### config.mk
export PLATFORM = sky130hd
export DESIGN_NAME = alu_ctl_seq
export DESIGN_NICKNAME = d
export VERILOG_FILES = /design/src/rtl/alu_ctl_seq.sv
export SDC_FILE = /design/constraint.sdc
export NUM_CORES = 1
export LEC_CHECK = 0
export BUFFER_PORTS_ARGS = -buffer_cell sky130_fd_sc_hd__buf_2
export CAP_MARGIN = 20
export CORE_MARGIN = 1
export CORE_UTILIZATION = 40
export CTS_CLUSTER_SIZE = 12
export DETAILED_ROUTE_END_ITERATION = 6
export GPL_TIMING_DRIVEN = 0
export PLACE_DENSITY = 0.56
export RECOVER_POWER = 100
export SYNTH_ARGS = -nofsm -noshare
export SYNTH_HDL_FRONTEND = slang
export SYNTH_SLANG_ARGS = --single-unit
### constraint.sdc
create_clock -name clk -period 3.2 [get_ports clk]
set_clock_uncertainty 0.15 [all_clocks]
set_input_delay 0.32 -clock clk [delete_from_list [all_inputs] [get_ports clk]]
set_output_delay 0.32 -clock clk [all_outputs]
set_load 0.05 [all_outputs]
### src/rtl/alu_ctl_seq.sv
// ALU control decode merged with a registered single-cycle ALU and an
// iterative shift-add multiplier / restoring divider behind a start/busy/done handshake.
module alu_ctl_seq #(
  parameter int WIDTH   = 16,
  parameter int FUNCT_W = 4
) (
  input  logic               clk,
  input  logic               reset,
  input  logic               start,
  input  logic [1:0]         alu_op,
  input  logic [FUNCT_W-1:0] funct,
  input  logic [WIDTH-1:0]   a,
  input  logic [WIDTH-1:0]   b,
  output logic [WIDTH-1:0]   result,
  output logic [WIDTH-1:0]   result_hi,
  output logic [3:0]         alu_ctl,
  output logic               zero,
  output logic               ovf,
  output logic               div_zero,
  output logic               illegal,
  output logic               busy,
  output logic               done
);

  localparam int SHW = $clog2(WIDTH);
  localparam int CW  = $clog2(WIDTH) + 1;

  localparam logic [3:0] C_ADD  = 4'd0;
  localparam logic [3:0] C_SUB  = 4'd1;
  localparam logic [3:0] C_AND  = 4'd2;
  localparam logic [3:0] C_OR   = 4'd3;
  localparam logic [3:0] C_SLT  = 4'd4;
  localparam logic [3:0] C_SLL  = 4'd5;
  localparam logic [3:0] C_SRL  = 4'd6;
  localparam logic [3:0] C_MUL  = 4'd8;
  localparam logic [3:0] C_DIVU = 4'd9;
  localparam logic [3:0] C_ILL  = 4'd15;

  typedef enum logic [0:0] {IDLE = 1'b0, RUN = 1'b1} state_t;

  // Upper funct bits beyond the decoded nibble must be zero for a legal R-type.
  function automatic logic [3:0] decode(input logic [1:0] op, input logic [FUNCT_W-1:0] fn);
    logic [3:0] c;
    c = C_ILL;
    case (op)
      2'b00: c = C_ADD;
      2'b01: c = C_SUB;
      2'b11: c = C_SLT;
      2'b10: begin
        if ((fn >> 4) != {FUNCT_W{1'b0}}) begin
          c = C_ILL;
        end else begin
          case (fn[3:0])
            4'b0000: c = C_ADD;
            4'b0001: c = C_SUB;
            4'b0010: c = C_AND;
            4'b0011: c = C_OR;
            4'b0100: c = C_SLT;
            4'b0101: c = C_SLL;
            4'b0110: c = C_SRL;
            4'b1000: c = C_MUL;
            4'b1001: c = C_DIVU;
            default: c = C_ILL;
          endcase
        end
      end
      default: c = C_ILL;
    endcase
    return c;
  endfunction

  state_t           state_r, state_n;
  logic [CW-1:0]    cnt_r;
  logic [3:0]       op_r;
  logic [WIDTH-1:0] opb_r, hi_r, lo_r;

  logic [3:0]       ctl_s;
  logic             multi_s, last_s;
  logic [WIDTH-1:0] sum_s, diff_s, sc_res_s, step_hi_s, step_lo_s;
  logic             sc_ovf_s, sc_ill_s;
  logic [WIDTH:0]   mul_sum_s, shifted_s, trial_s;

  // Decode, single-cycle ALU, one multiply/divide iteration and next state.
  always_comb begin
    ctl_s    = decode(alu_op, funct);
    multi_s  = (ctl_s == C_MUL) || (ctl_s == C_DIVU);
    last_s   = (state_r == RUN) && (cnt_r == CW'(1));
    sum_s    = a + b;
    diff_s   = a - b;
    sc_res_s = {WIDTH{1'b0}};
    sc_ovf_s = 1'b0;
    sc_ill_s = 1'b0;
    case (ctl_s)
      C_ADD: begin
        sc_res_s = sum_s;
        sc_ovf_s = (a[WIDTH-1] == b[WIDTH-1]) && (sum_s[WIDTH-1] != a[WIDTH-1]);
      end
      C_SUB: begin
        sc_res_s = diff_s;
        sc_ovf_s = (a[WIDTH-1] != b[WIDTH-1]) && (diff_s[WIDTH-1] != a[WIDTH-1]);
      end
      C_AND:   sc_res_s = a & b;
      C_OR:    sc_res_s = a | b;
      C_SLT:   sc_res_s = {{(WIDTH-1){1'b0}}, ($signed(a) < $signed(b))};
      C_SLL:   sc_res_s = a << b[SHW-1:0];
      C_SRL:   sc_res_s = a >> b[SHW-1:0];
      C_MUL:   sc_res_s = {WIDTH{1'b0}};
      C_DIVU:  sc_res_s = {WIDTH{1'b0}};
      default: sc_ill_s = 1'b1;
    endcase

    // Multiply: hi:lo shifts right with carry; divide: remainder in hi, quotient shifts into lo.
    mul_sum_s = {1'b0, hi_r} + (lo_r[0] ? {1'b0, opb_r} : {(WIDTH+1){1'b0}});
    shifted_s = {hi_r, lo_r[WIDTH-1]};
    trial_s   = shifted_s - {1'b0, opb_r};
    if (op_r == C_MUL) begin
      step_hi_s = mul_sum_s[WIDTH:1];
      step_lo_s = {mul_sum_s[0], lo_r[WIDTH-1:1]};
    end else if (trial_s[WIDTH]) begin
      step_hi_s = shifted_s[WIDTH-1:0];
      step_lo_s = {lo_r[WIDTH-2:0], 1'b0};
    end else begin
      step_hi_s = trial_s[WIDTH-1:0];
      step_lo_s = {lo_r[WIDTH-2:0], 1'b1};
    end

    state_n = state_r;
    case (state_r)
      IDLE:    state_n = (start && multi_s) ? RUN : IDLE;
      RUN:     state_n = last_s ? IDLE : RUN;
      default: state_n = IDLE;
    endcase
  end

  // FSM state register.
  always_ff @(posedge clk) begin
    if (reset) state_r <= IDLE;
    else       state_r <= state_n;
  end

  // Operand latches, iteration registers and registered outputs.
  always_ff @(posedge clk) begin
    if (reset) begin
      cnt_r <= '0; op_r <= 4'd0; opb_r <= '0; hi_r <= '0; lo_r <= '0;
      result <= '0; result_hi <= '0; alu_ctl <= 4'd0; zero <= 1'b0;
      ovf <= 1'b0; div_zero <= 1'b0; illegal <= 1'b0; busy <= 1'b0; done <= 1'b0;
    end else begin
      done <= 1'b0;
      case (state_r)
        IDLE: begin
          if (start && multi_s) begin
            op_r  <= ctl_s;
            opb_r <= b;
            hi_r  <= '0;
            lo_r  <= a;
            cnt_r <= CW'(WIDTH);
            busy  <= 1'b1;
          end else if (start) begin
            result    <= sc_res_s;
            result_hi <= '0;
            alu_ctl   <= ctl_s;
            zero      <= (sc_res_s == {WIDTH{1'b0}});
            ovf       <= sc_ovf_s;
            div_zero  <= 1'b0;
            illegal   <= sc_ill_s;
            done      <= 1'b1;
          end else begin
            busy <= 1'b0;
          end
        end
        RUN: begin
          hi_r  <= step_hi_s;
          lo_r  <= step_lo_s;
          cnt_r <= cnt_r - CW'(1);
          if (last_s) begin
            result    <= step_lo_s;
            result_hi <= step_hi_s;
            alu_ctl   <= op_r;
            zero      <= (step_lo_s == {WIDTH{1'b0}});
            ovf       <= 1'b0;
            div_zero  <= (op_r == C_DIVU) && (opb_r == {WIDTH{1'b0}});
            illegal   <= 1'b0;
            busy      <= 1'b0;
            done      <= 1'b1;
          end else begin
            busy <= 1'b1;
          end
        end
        default: busy <= 1'b0;
      endcase
    end
  end

endmodule

==> impl_metrics.ini <==
[timing]
finalSetupViolCount = 33
clock.fmax_mhz = 287
relSlewSlack = 0.409
finalCriticalPeriod_ns = 3.48
hold_viol = 0
tightest_slew_ns = 0.885
slew_viol_final = 0
rsz0062_at_grt = yes
fin_tns_setup_ns = -6.06
timing.hold.ws_ns = 0.110
fin_ws_ns = -0.282
min_period_over_period = 1.09

[floorplanning]
start_util = 0.411
core_sq_mm = 0.0245
ios = 83
die_area_sq_mm = 0.0259
die_w_microns = 161
fp.dieH_microns = 161
rows = 57

[final_layout]
diodes = 0
multi_input_area_sq_mm = 0.00775
fin_nets = 1551
area_growth_pct = 18.0
fin_area_sq_mm = 0.0119
fill_cells = 2525
drive_above_1_share = 0.164
seq_area_sq_mm = 0.00201

[setup_path]
worstPathArrival_ns = 3.58
critPathKind = flip-flop to flip-flop
ff2ff_setup_slack_ns = -0.28
crit_required_ns = 3.30
cp_max_fo = 7
cp-end-kind = flip-flop
crit_path_start_kind = flip-flop

[pwr]
leakage_nw = 4.80
powerDensity_mw_per_mm2 = 315
ir_drop_uv = 219

[placement]
io_buffers = 81
dpl_cell_area_sq_mm = 0.0110
post-dp-hpwl_microns = 31800
gp_congestion = 1.01

[routing]
ant_nets = 0
drc = 0
wl_per_cell_microns = 24.0
wirelength_microns = 41800
vias = 11000
drt_iter0_drc = 917
viasPerCell = 6.29
drt_first_pass_iters = 5

[global_routing]
antenna_found_initial = 0
gr-total-overflow = 0
grt_pass1_vias = 10500
grt_use_total = 0.322
grt_max_degree = 18
grt_pass1_wl_microns = 63600

[cts]
clk_pin_slew_worst_paths_ns = 0.08
clockBufferDepth = 2
clockRootBuffer = clkbuf_16
postCtsHoldBufs = 0
cts_tree = built
cts_num_sinks = 100
insertion_delay_ns = 0.36
cts_made_buffers = 9
cts_max_level = 3

[logic_synthesis]
syn_area_per_cell_sq_um = 7.87
yosys_most_used_dff = dfxtp_1
yosysMostFrequentCell = nand2_1
syn_inst = 1283
synth-seq-area-share = 0.198
synth_cell_types = 86
synth_common_cells = 124 x nand2_1, 108 x nor2_1, 100 x dfxtp_1
synth-seq-cells = 100
yosysWarnings = 0
synth_area_sq_mm = 0.0101
syn_nets = 1420
synth.area.top_cells = dfxtp_1 20%, ha_1 11%, a21oi_1 4.7%, nand2_1 4.6%, mux2i_1 4.5%
async_flop_share = 0
synthDominantCellAreaShare = 0.198
synth.largest_area_cell = dfxtp_1
synth_edf_count = 0

[outcome]
status = finished with violations
violations = setup timing

[flow_run]
cap_violations = 0

[hold_path]
hold_path_class = input pin to flip-flop
-- worst max-delay path: stages, from the launching register on --
cell and delay [ns]:
dfxtp_4 0.36, inv_4 0.08, ha_4 0.14, inv_2 0.04, fa_2 0.36, a211oi_2 0.24, o21bai_1 0.13, a211oi_2 0.22
buf_4 0.16, o21a_4 0.16, nor2_4 0.04, o211ai_1 0.35, buf_6 0.22, buf_4 0.13, mux2i_1 0.20, nand2_1 0.10
a32o_1 0.29
-- logic make-up (layout without fill, tap and decap cells) --
kind of cell	count (synthesis)	after routing	synth area share
buf+inv	158	294	0.0639
simple gates	423	423	0.206
flops	100	100	0.198
fa+ha+maj	96	96	0.122
xor+xnor	32	32	0.0278
compound gates	396	396	0.276
mux	78	78	0.106
-- registers in the layout, summed over array words and instances, names as in the netlist, 4 cells and up --
register,flops
opb_r,16
op_r,4
hi_r,16
result_hi,16
cnt_r,5
lo_r,16
alu_ctl,4
result,16
-- final cells by class --
| class | count | area share |
|---|---|---|
| plain buffers | 83 | 0.0349 |
| clock buffers | 10 | 0.0192 |
| clock inverters | 6 | 0.00609 |
| inverters | 74 | 0.0255 |
| multi-input cells | 1025 | 0.651 |
| flip-flops and latches | 100 | 0.169 |
| well taps | 324 | 0.0340 |
| repair buffers | 121 | 0.0606 |
-- what timing repair did --
item | CTS | global route
hold endpoints to repair | 0 | 0
pin swaps | 28 | 26
gates resized for setup | 60 | 58
setup buffers | 21 | 18
setup endpoints to repair | 43 | 55
-- final timing paths --
kind | start | endpoint | depth (start not counted)
hold reg to reg | result[11] | result[11] | 2
setup / recovery | lo_r[15] | hi_r[9] | 16
hold / removal | b[15] | opb_r[15] | 3
setup reg to reg | lo_r[15] | hi_r[9] | 16
-- metrics by stage --
stage	worst slack (ns)	util	std cells	power, mW
final	-0.282	0.486	1743	3.76
after CTS	-0.227	0.475	1725	3.68
after global routing	-0.393	0.486	1743	3.89
after detailed placement	-1.38	0.447	1689	2.45
after global placement	-1.38	0.446	1688	2.45
after floorplan	-0.0105	-	1283	2.07
-- layer usage --
layer / up-vias / GRT usage / part of all wire / routed length [microns]
li1: 5043 / - / - / -
met1: 5277 / 0.432 / 0.43 / 17800
met2: 528 / 0.517 / 0.45 / 18900
met3: 109 / 0.0465 / 0.076 / 3170
met4: 0 / 0.130 / 0.047 / 1950
met5: - / 0 / 0 / 0
-- report_power, final --
part / leakage (nW) / internal [mW] / switching [mW]
sequential: 0.813 / 1.27 / 0.0216
combinational: 3.84 / 0.485 / 0.819
clock: 0.143 / 0.615 / 0.544
-- cell usage in the layout, fill, tap and decap left out, types with 11 or more instances in the layout --
cell type  synthesis  final
nand2_1          124    124
mux2_2            12     12
nor2_1           108    106
xnor2_1           20     19
buf_6              2     11
a21o_1            24     24
buf_4              5     37
nor2b_1           15     13
o21ai_0           55     47
a211oi_1          48     42
and2_1            22     22
clkbuf_1          62    105
mux4_2            18     18
nand3_1           24     23
a21oi_1           95     93
dfxtp_1          100     94
nor4_1            15     15
nand2b_1          16     15
xor2_1            12     12
mux2i_1           45     42
nor3_1            34     34
inv_1             71     63
and3_1            13     13
ha_1              92     85
o211ai_1          15     15
buf_2             12     37
(Power assumes the default switching activity.)
